**src/rtl/dom_gf_pkg.sv**
```systemverilog
// Shared definitions for the DOM-independent masked GF multiplier.
//   gf2_t      : one GF(2^2) element
//   GF_NU      : tower-field constant nu used to fold ah*bh into the low half
//   rnd_width  : number of fresh-mask bits needed per accepted operand
//   pair_index : position of share pair (k,l), k<l, in lexicographic order
package dom_gf_pkg;

  typedef logic [1:0] gf2_t;

  localparam gf2_t GF_NU = 2'b10;

  function automatic int rnd_width(input int shares, input int gf_width);
    return shares * (shares - 1) / 2 * gf_width;
  endfunction

  // Pairs ordered (0,1),(0,2)..(0,S-1),(1,2)...; rows before k hold
  // (S-1)+(S-2)+...+(S-k) entries.
  function automatic int pair_index(input int shares, input int k, input int l);
    return k * shares - (k * (k + 1)) / 2 + (l - k - 1);
  endfunction

endpackage

```
**src/rtl/dom_gf_mult_pipe_core.sv**
```systemverilog
// gf_mult_core: combinational unmasked multiplier over GF(2^2) or the tower
// field GF((2^2)^2).
//   a, b : operands (GF_WIDTH bits)
//   p    : product a*b (GF_WIDTH bits)
module gf_mult_core
  import dom_gf_pkg::*;
#(
  parameter int GF_WIDTH = 2
) (
  input  logic [GF_WIDTH-1:0] a,
  input  logic [GF_WIDTH-1:0] b,
  output logic [GF_WIDTH-1:0] p
);

  function automatic gf2_t gf2_mul(input gf2_t u, input gf2_t v);
    return {(u[1] & v[0]) ^ (u[0] & v[1]) ^ (u[1] & v[1]),
            (u[0] & v[0]) ^ (u[1] & v[1])};
  endfunction

  if (GF_WIDTH == 4) begin : g_gf4
    gf2_t hh, hl, lh, ll;
    assign hh = gf2_mul(a[3:2], b[3:2]);
    assign hl = gf2_mul(a[3:2], b[1:0]);
    assign lh = gf2_mul(a[1:0], b[3:2]);
    assign ll = gf2_mul(a[1:0], b[1:0]);
    // High half keeps the cross terms; ah*bh reduces into the low half via nu.
    assign p  = {hh ^ hl ^ lh, gf2_mul(GF_NU, hh) ^ ll};
  end else begin : g_gf2
    assign p = gf2_mul(a, b);
  end

endmodule

```
**src/rtl/dom_gf_mult_pipe.sv**
```systemverilog
// dom_gf_mult_pipe: pipelined DOM-independent masked multiplier over GF(2^2)
// or GF((2^2)^2), SHARES Boolean shares, valid/ready handshake on both sides.
//   clk, rst            : clock, synchronous active-high reset
//   in_valid / in_ready : operand handshake (x_sh, y_sh, rnd taken on accept)
//   x_sh, y_sh          : shared operands, share i at [i*GF_WIDTH +: GF_WIDTH]
//   rnd                 : fresh masks, pair (k,l) at pair_index*GF_WIDTH
//   out_valid/out_ready : result handshake
//   z_sh                : shared product, same packing as the operands
// Build option: DOM_MULT_OUTREG_EN adds a third register stage on z_sh.
module dom_gf_mult_pipe
  import dom_gf_pkg::*;
#(
  parameter int SHARES   = 2,
  parameter int GF_WIDTH = 2
) (
  input  logic                                      clk,
  input  logic                                      rst,
  input  logic                                      in_valid,
  output logic                                      in_ready,
  input  logic [SHARES*GF_WIDTH-1:0]                x_sh,
  input  logic [SHARES*GF_WIDTH-1:0]                y_sh,
  input  logic [rnd_width(SHARES, GF_WIDTH)-1:0]    rnd,
  output logic                                      out_valid,
  input  logic                                      out_ready,
  output logic [SHARES*GF_WIDTH-1:0]                z_sh
);

  localparam int SW = SHARES * GF_WIDTH;
  localparam int NP = SHARES * SHARES;

  logic [GF_WIDTH-1:0] term [NP];
  logic [GF_WIDTH-1:0] p_p1 [NP];
  logic                vld_p1;
  logic                vld_p2;
  logic [SW-1:0]       z_p2;
  logic [SW-1:0]       zsum;
  logic                adv2;
  logic                nxt_ready;
  logic                acc;

  for (genvar i = 0; i < SHARES; i++) begin : g_row
    for (genvar j = 0; j < SHARES; j++) begin : g_col
      logic [GF_WIDTH-1:0] prod;
      gf_mult_core #(.GF_WIDTH(GF_WIDTH)) u_mul (
        .a (x_sh[i*GF_WIDTH +: GF_WIDTH]),
        .b (y_sh[j*GF_WIDTH +: GF_WIDTH]),
        .p (prod)
      );
      if (i == j) begin : g_inner
        assign term[i*SHARES+j] = prod;
      end else begin : g_cross
        // (i,j) and (j,i) share one mask so it cancels in the unmasked sum.
        localparam int IDX = pair_index(SHARES, (i < j) ? i : j, (i < j) ? j : i);
        assign term[i*SHARES+j] = prod ^ rnd[IDX*GF_WIDTH +: GF_WIDTH];
      end
    end
  end

  assign adv2     = !vld_p2 || nxt_ready;
  assign in_ready = !vld_p1 || adv2;
  assign acc      = in_valid && in_ready;

  // ---- stage 1: masked partial products ----
  always_ff @(posedge clk) begin
    if (rst) begin
      vld_p1 <= 1'b0;
      for (int k = 0; k < NP; k++) p_p1[k] <= '0;
    end else begin
      if (in_ready) vld_p1 <= in_valid;
      if (acc) begin
        for (int k = 0; k < NP; k++) p_p1[k] <= term[k];
      end
    end
  end

  always_comb begin
    zsum = '0;
    for (int i = 0; i < SHARES; i++) begin
      for (int j = 0; j < SHARES; j++) begin
        zsum[i*GF_WIDTH +: GF_WIDTH] = zsum[i*GF_WIDTH +: GF_WIDTH] ^ p_p1[i*SHARES+j];
      end
    end
  end

  // ---- stage 2: per-domain compression of registered terms ----
  always_ff @(posedge clk) begin
    if (rst) begin
      vld_p2 <= 1'b0;
      z_p2   <= '0;
    end else if (adv2) begin
      vld_p2 <= vld_p1;
      if (vld_p1) z_p2 <= zsum;
    end
  end

`ifdef DOM_MULT_OUTREG_EN
  logic          vld_p3;
  logic [SW-1:0] z_p3;

  assign nxt_ready = !vld_p3 || out_ready;

  // ---- stage 3: output boundary register ----
  always_ff @(posedge clk) begin
    if (rst) begin
      vld_p3 <= 1'b0;
      z_p3   <= '0;
    end else if (nxt_ready) begin
      vld_p3 <= vld_p2;
      if (vld_p2) z_p3 <= z_p2;
    end
  end

  assign out_valid = vld_p3;
  assign z_sh      = z_p3;
`else
  assign nxt_ready = out_ready;
  assign out_valid = vld_p2;
  assign z_sh      = z_p2;
`endif

endmodule

```
**config.mk**
```make
export PLATFORM = sky130hd
export DESIGN_NAME = dom_gf_mult_pipe
export DESIGN_NICKNAME = d
export VERILOG_FILES = /design/src/rtl/dom_gf_pkg.sv /design/src/rtl/dom_gf_mult_pipe_core.sv /design/src/rtl/dom_gf_mult_pipe.sv
export SDC_FILE = /design/constraint.sdc
export NUM_CORES = 1
export LEC_CHECK = 0
export ABC_AREA = 1
export CORE_MARGIN = 8
export CORE_UTILIZATION = 28
export DETAILED_ROUTE_END_ITERATION = 6
export PLACE_DENSITY = 0.47
export SLEW_MARGIN = 20
export SYNTH_ARGS = -nofsm -noshare
export SYNTH_HDL_FRONTEND = slang
export SYNTH_HIERARCHICAL = 1
export SYNTH_SLANG_ARGS = --single-unit
```
**constraint.sdc**
```tcl
create_clock -name clk -period 1.5 [get_ports clk]
set_clock_uncertainty 0.2 [all_clocks]
set_input_delay 0.3 -clock clk [delete_from_list [all_inputs] [get_ports clk]]
set_output_delay 0.3 -clock clk [all_outputs]
set_load 0.02 [all_outputs]
```
==> flow_metrics.py, run 1 <==
metrics = {
    "outcome": {
        "status": "finished clean",
    },
    "floorplan": {
        "die_w_um": 72.0,
        "num_rows": 20,
        "ios": 20,
        "start_util_pct": 29.0,
        "die_y_um": 72.0,
        "core_area_mm2": 0.00303,
        "die-area_mm2": 0.00519,
    },
    "critical_path": {
        "slowest_delay_ns": 0.33,
        "crit_slowest_cell": "dfxtp_1",
        "crit_arrival_ns": 0.93,
        "path_max_fanout": 2,
        "critPathKind": "reg -> out",
        "crit_buf_inv": 1,
        "crit_family": "flip-flops",
        "cp-end-kind": "output port",
        "cp-start-kind": "flop",
        "crit_path_cell_trace": "dlygate4sd2_1",
        "cp_data_required_time_ns": 1.00,
    },
    "cells_and_area": {
        "final_common_cell": "nand2_1",
        "diodes": 0,
        "layout_common_cells": "44 x nand2_1, 24 x nor2_1, 21 x inv_1, 14 x buf_4, 10 x dlygate4sd2_1",
        "final_util_pct": 42.2,
        "fin_nets": 181,
        "drive_gt1_share_pct": 16.9,
        "syn2layout_area_growth_pct": 45.6,
    },
    "sta": {
        "final-hold-violation-count": 0,
        "rsz0062_at_grt": "no",
        "setup_viol": 0,
        "worst_pin_slew_ns": 0.211,
        "drv_slew": 0,
        "fmax_ghz": 0.700,
        "timing.final.crit_share_pct": 95.2,
        "finalCriticalPeriod_ns": 1.43,
        "setup_slack_ns": 0.0719,
        "setup_tns_ns": 0,
        "slew-limit-headroom_pct": 86.0,
    },
    "power": {
        "p_leak_uw": 0.000713,
        "pwr-share-comb_pct": 26.3,
        "vdd_ir_drop_max_v": 0.000168,
        "clkPwrFrac_pct": 23.4,
        "power_frac_seq_pct": 50.3,
        "power_density_mw_per_mm2": 704,
        "p_int_uw": 652,
        "p_sw_uw": 248,
        "swShare_pct": 27.6,
    },
    "clocking": {
        "cts_tree": "done",
        "post_cts_buffers": 0,
        "ctsLongestPathBuffers": 2,
        "cts.sink_count": 14,
        "clk_pin_slew_ns": 0.08,
        "cts_root_buf": "clkbuf_4",
        "insertion_delay_ns": 0.27,
        "cts_buffers": 3,
        "htree_levels": 1,
    },
    "placed_design": {
        "dpl_worst_slack_ns": -0.490,
        "io_buffers": 19,
        "dpl.hpwl_mm": 1.37,
        "place_congestion": 0.674,
    },
    "logic_synthesis": {
        "yosys_warnings": 6,
        "yosys_register_bits": 14,
        "netlist_instances": 128,
        "syn-num-nets": 142,
        "syn_area_um2": 878,
        "synth-seq-area-share_pct": 41.0,
        "ys_types": 12,
        "syn_area_per_cell_um2": 6.86,
    },
    "global_route": {
        "antenna_found_initial": 0,
        "grt_pass1_vias": 757,
        "overflow": 0,
        "grt_max_degree": 10,
        "grt_pass1_wl_mm": 2.84,
        "track_usage_pct": 6.83,
    },
    "detailed_routing": {
        "ant_nets": 0,
        "viasPerCell": 3.80,
        "firstDrtPassIters": 4,
        "drcViolationCount": 0,
        "drt_iter0_drc": 8,
        "vias": 797,
        "wirelength_mm": 1.58,
        "wl_per_cell_um": 7.53,
    },
    "worst_hold_path": {
        "hold_class": "in -> reg",
    },
    "run": {
        "max_cap_violations": 0,
    },
}
[area by class of cell]
class,instances,area (um2)
well taps,44,55.1
flip-flops and latches,14,362
clock inverters,1,3.75
inverters,22,82.6
fillers,322,1750
clock buffers,3,22.5
multi-input cells,92,440
repair buffers,34,313
[path summary, 6_finish.rpt]
check                               start         end  slack, ns  depth (start not counted)
worst min-delay path            out_ready      vld_p1       0.25                          5
worst max-delay path              z_sh[1]     z_sh[1]       0.07                          1
worst max register to register     vld_p1  p_p1[2][1]       0.16                          5
worst min register to register    z_sh[1]     z_sh[1]       0.31                          4
[synthesized netlist by cell type]
cell	instances	area, um2
nand3_4	2	35.0
a21oi_1	2	10.0
dfxtp_1	6	120
nand3_1	8	40.0
inv_1	22	82.6
edfxtp_1	8	240
xor2_1	4	35.0
nand2_1	46	173
xnor2_1	4	35.0
nor2_1	24	90.1
nand2_2	1	6.26
nand2_4	1	11.3
[kinds of logic (layout without fill, tap and decap cells)]
kind of cell,count (synthesis),in the layout,synth area share [%]
compound gates,2,2,1.14
xor+xnor,8,8,7.98
buf+inv,22,60,9.40
flops,14,14,41.0
simple gates,82,82,40.5
[through the flow]
stage	total power, uW	instances	hold WS, ns	area [um2]
2_1_floorplan	594	128	0.169	878
6_report	900	210	0.249	1280
4_1_cts	924	210	0.313	1270
5_1_grt	972	210	0.257	1280
3_3_place_gp	711	206	0.299	1250
3_5_place_dp	714	206	0.299	1250
[what timing repair did]
action                                 4_1_cts  5_1_grt
endpoints found under the hold margin        0        0
setup endpoints to repair                   16       13
resized for setup                           21        5
hold buffers                                 0        0
[metal layers]
metal  GRT usage, %  part of all wire, %
met4           3.40                 0.82
met1           6.61                   46
met3           3.17                  8.2
met2           11.9                   45
met5              0                    0
[power groups by stage]
stage / combinational (uW) / clock (uW) / sequential (uW)
3_3_place_gp: 249 / 0 / 461
6_report: 237 / 210 / 453
4_1_cts: 242 / 229 / 454
5_1_grt: 270 / 245 / 457
2_1_floorplan: 120 / 0 / 474
3_5_place_dp: 251 / 0 / 463
[state kept, by name, summed over array words and instances, names as in the netlist]
signal,cells
vld_p1,1
out_valid,1
p_p1,8
z_sh,4
No activity file was read; power rests on OpenSTA's default activity.
==> inputs of run 2 (changes only) <==
Settings changed: CELL_PAD_IN_SITES_DETAIL_PLACEMENT set to 0, CELL_PAD_IN_SITES_GLOBAL_PLACEMENT set to 1, PLACE_DENSITY 0.47 to 0.63.
==> flow_metrics.py, run 2 (synthesis gave the netlist of run 1 again) <==
metrics = {
    "outcome": {
        "status": "finished clean",
    },
    "sta": {
        "holdWs_ns": 0.314,
        "slew-limit-headroom_pct": 85.9,
        "drv_slew": 0,
        "timing.final.crit_share_pct": 96.9,
        "final-hold-violation-count": 0,
        "worst_pin_slew_ns": 0.212,
        "setup_viol": 0,
        "finalCriticalPeriod_ns": 1.45,
        "fmax_ghz": 0.688,
        "rsz0062_at_grt": "no",
    },
    "cells_and_area": {
        "fillers": 324,
        "stdcell_count": 212,
        "syn2layout_area_growth_pct": 47.9,
        "layout_common_cells": "44 x nand2_1, 24 x nor2_1, 21 x inv_1, 16 x buf_4",
        "seq_area_um2": 360,
        "drive_gt1_share_pct": 17.9,
        "fin_nets": 183,
        "diodes": 0,
        "top_register": "p_p1",
        "multi_input_area_um2": 440,
        "final_util_pct": 42.9,
        "final_common_cell": "nand2_1",
        "largest_reg_flops": 8,
    },
    "placed_design": {
        "place_congestion": 0.705,
        "io_buffers": 19,
        "dpl.hpwl_mm": 1.46,
        "dp.cells": 208,
    },
    "power": {
        "power_density_mw_per_mm2": 740,
        "finalPower_uw": 960,
        "vdd_ir_drop_max_v": 0.000179,
        "p_leak_uw": 0.000728,
    },
    "critical_path": {
        "cp-end-kind": "output port",
        "cp-start-kind": "flop",
        "critPathKind": "reg -> out",
        "path_max_fanout": 3,
        "crit_path_cell_trace": "clkdlybuf4s15_2",
        "cp_data_required_time_ns": 1.00,
        "crit_family": "flip-flops",
        "crit_buf_inv": 1,
        "crit_arrival_ns": 0.95,
        "crit_slowest_cell": "dfxtp_1",
        "slowest_delay_ns": 0.40,
    },
    "clocking": {
        "insertion_delay_ns": 0.27,
        "ctsLongestPathBuffers": 2,
        "htree_levels": 1,
        "post_cts_buffers": 0,
        "cts_buffers": 3,
        "cts.sink_count": 14,
        "cts_root_buf": "clkbuf_4",
        "clk_pin_slew_ns": 0.08,
        "cts_tree": "done",
    },
    "floorplan": {
        "core_area_mm2": 0.00303,
        "num_rows": 20,
        "die-area_mm2": 0.00519,
        "ios": 20,
        "die_w_um": 72.0,
        "die_y_um": 72.0,
        "start_util_pct": 29.0,
    },
    "worst_hold_path": {
        "hold_class": "reg -> reg",
    },
    "global_route": {
        "overflow": 0,
        "grt_pass1_wl_mm": 2.87,
        "grt_pass1_vias": 763,
        "grt_max_degree": 10,
        "track_usage_pct": 6.97,
        "antenna_found_initial": 0,
    },
    "run": {
        "max_cap_violations": 0,
    },
    "detailed_routing": {
        "firstDrtPassIters": 4,
        "viasPerCell": 3.82,
        "drcViolationCount": 0,
        "ant_nets": 0,
        "wl_per_cell_um": 8.09,
        "wirelength_mm": 1.72,
        "vias": 810,
        "drt_iter0_drc": 12,
    },
}
## run 2: cell count changes in the layout (fill, tap and decap cells not counted), sizes merged
cell,previous run,this run
buf,16,18
clkbuf,3,4
clkdlybuf4s15,1,2
clkinv,1,0
dlygate4sd2,10,8
dlymetal6s2s,3,4
## run 2: final timing paths
check             from    endpoint  slack, ns  cells past startpoint
max          out_valid   out_valid       0.05                      1
min            z_sh[1]     z_sh[1]       0.31                      4
max reg2reg     vld_p1  p_p1[1][1]       0.09                      5
min reg2reg    z_sh[1]     z_sh[1]       0.31                      4
## run 2: repair_timing
action	CTS	global route
hold buffers	0	0
setup endpoints to repair	16	7
gates resized for setup	21	6
## run 2: metrics by stage
step | cell area, um2 | setup slack [ns] | TNS (ns)
global route | 1300 | 0.00215 | 0
global placement | 1250 | -0.479 | -5.29
CTS | 1280 | 0.00143 | 0
detailed placement | 1250 | -0.505 | -5.76
finish | 1300 | 0.0471 | 0
floorplan | 878 | 0.0570 | 0
## run 2: layout make-up
cell class	instances	share of cell area [%]
Clock buffer	4	2.79
Timing Repair Buffer	36	25.0
Multi-Input combinational cell	92	33.9
Sequential cell	14	27.7
Tap cell	44	4.24
Inverter	22	6.36
## run 2: report_power, final
| group | internal, uW | leakage, uW | switching, uW |
|---|---|---|---|
| registers | 438 | 0.000138 | 16.1 |
| logic | 118 | 0.000569 | 120 |
| clock network | 147 | 0.0000210 | 120 |
## run 2: per-layer routing
metal | vias up | wire, um | track usage [%]
li1 | 464 | - | -
met5 | - | 0 | 0
met4 | 0 | 34 | 6.12
met3 | 2 | 126 | 1.65
met2 | 21 | 825 | 12.8
met1 | 323 | 729 | 6.29
==> inputs of run 3 (changes only) <==
Settings changed: CORE_ASPECT_RATIO set to 0.6, SLEW_MARGIN 20 to not set.
==> flow_metrics.py, run 3 (synthesis gave the netlist of run 1 again) <==
metrics = {
    "sta": {
        "holdWs_ns": 0.310,
        "fmax_ghz": 0.696,
        "setup_viol": 0,
        "drv_slew": 0,
        "final-hold-violation-count": 0,
        "finalCriticalPeriod_ns": 1.44,
        "slew-limit-headroom_pct": 84.9,
        "timing.final.crit_share_pct": 95.8,
        "rsz0062_at_grt": "no",
        "worst_pin_slew_ns": 0.228,
    },
    "global_route": {
        "grt_max_degree": 10,
        "grt_pass1_wl_mm": 3.35,
        "overflow": 0,
        "grt_pass1_vias": 754,
        "track_usage_pct": 8.45,
        "antenna_found_initial": 0,
    },
    "floorplan": {
        "num_rows": 15,
        "die_w_um": 88.3,
        "start_util_pct": 30.0,
        "die_y_um": 59.4,
        "ios": 20,
        "core_area_mm2": 0.00293,
        "die-area_mm2": 0.00524,
    },
    "detailed_routing": {
        "wl_per_cell_um": 9.71,
        "vias": 860,
        "ant_nets": 0,
        "drt_iter0_drc": 35,
        "wirelength_mm": 2.04,
        "firstDrtPassIters": 4,
        "viasPerCell": 4.10,
        "drcViolationCount": 0,
    },
    "outcome": {
        "status": "finished clean",
    },
    "clocking": {
        "insertion_delay_ns": 0.24,
        "cts_tree": "done",
        "ctsLongestPathBuffers": 2,
        "cts_buffers": 3,
        "cts_root_buf": "clkbuf_8",
        "clk_pin_slew_ns": 0.06,
        "cts.sink_count": 14,
        "htree_levels": 1,
    },
    "critical_path": {
        "crit_arrival_ns": 0.94,
        "crit_family": "flip-flops",
        "crit_buf_inv": 1,
        "cp-start-kind": "flop",
        "reg2reg_slack_ns": 0.18,
        "path_max_fanout": 3,
        "reg2reg_from": "vld_p1",
        "reg2reg_to": "p_p1[0][0]",
        "slowest_delay_ns": 0.37,
        "r2r_cells": 5,
        "cp_data_required_time_ns": 1.00,
        "crit_slowest_cell": "dfxtp_2",
        "critPathKind": "reg -> out",
        "cp-end-kind": "output port",
        "crit_path_cell_trace": "clkdlybuf4s15_1",
    },
    "cells_and_area": {
        "final_common_cell": "nand2_1",
        "syn2layout_area_growth_pct": 48.6,
        "seq_area_um2": 362,
        "layout_common_cells": "45 x nand2_1, 24 x nor2_1, 21 x inv_1, 14 x buf_4, 13 x dlygate4sd2_1",
        "largest_reg_flops": 8,
        "fillers": 326,
        "diodes": 0,
        "multi_input_area_um2": 438,
        "drive_gt1_share_pct": 16.7,
        "final_util_pct": 44.6,
        "top_register": "p_p1",
        "fin_nets": 183,
    },
    "worst_hold_path": {
        "hold-path-endpoint": "z_sh[3]",
        "hold_path_depth": 4,
        "hold_class": "reg -> reg",
        "hold_start": "z_sh[3]",
    },
    "placed_design": {
        "io_buffers": 19,
        "dpl.hpwl_mm": 1.66,
        "place_congestion": 0.687,
    },
    "power": {
        "vdd_ir_drop_max_v": 0.000451,
        "power_density_mw_per_mm2": 776,
        "p_leak_uw": 0.000710,
    },
    "run": {
        "max_cap_violations": 0,
    },
}
-- run 3: cell types whose count changed in the layout (fill, tap and decap cells not counted), sizes merged --
| cell | before | now |
|---|---|---|
| clkbuf | 4 | 3 |
| clkdlybuf4s15 | 2 | 1 |
| clkinv | 0 | 1 |
| dlygate4sd2 | 8 | 13 |
| dlymetal6s2s | 4 | 0 |
-- run 3: timing repair --
item | CTS | global route
pin swaps | 1 | 0
hold buffers | 0 | 0
hold endpoints to repair | 0 | 0
endpoints found under the setup margin | 22 | 1
gates resized for setup | 22 | 1
setup buffers | 1 | 0
-- run 3: area by class of cell --
cell class / instances / share of cell area (%)
Multi-Input combinational cell: 92 / 33.6
Timing Repair Buffer: 36 / 24.9
Clock inverter: 1 / 0.288
Tap cell: 42 / 4.03
Clock buffer: 3 / 3.16
Inverter: 22 / 6.33
Sequential cell: 14 / 27.7
-- run 3: through the flow --
stage	total power [uW]	instances	TNS [ns]	worst slack, ns	cell area (um2)
5_1_grt	1070	210	0	0.0410	1310
2_1_floorplan	594	128	0	0.0570	878
4_1_cts	1020	210	0	0.0159	1310
3_3_place_gp	716	205	-5.56	-0.483	1250
6_report	1010	210	0	0.0631	1310
3_5_place_dp	722	205	-6.10	-0.509	1250
-- run 3: worst max-delay path by stage --
stage                   start         end  slack [ns]  depth (start not counted)
floorplan           out_valid  p_p1[0][0]        0.06                          3
global placement    out_ready    in_ready       -0.48                          4
detailed placement  out_ready    in_ready       -0.51                          4
CTS                    vld_p1    in_ready        0.02                          2
global route        out_valid   out_valid        0.04                          1
finish              out_valid   out_valid        0.06                          1
-- run 3: worst register-to-register path: stages, from the launching register on --
cell	delay, ns
dfxtp_1	0.37
nand3_4	0.09
buf_6	0.13
nand2_1	0.09
nand2_2	0.07
buf_12	0.14
-- run 3: layer usage --
| layer | GRT usage [%] | wire length, um | vias to the layer above | part of all wire (%) |
|---|---|---|---|---|
| met3 | 3.87 | 85 | 0 | 4.2 |
| met1 | 9.88 | 985 | 383 | 48 |
| met2 | 14.3 | 968 | 8 | 47 |
| met4 | 0.716 | 0 | 0 | 0 |
| met5 | 0 | 0 | - | 0 |
| li1 | - | - | 469 | - |
-- run 3: report_power, final --
group | internal (uW) | leakage, uW | switching [uW]
sequential | 439 | 0.000138 | 15.1
clock | 181 | 0.0000231 | 133
combinational | 117 | 0.000549 | 127
total | 738 | 0.000710 | 275
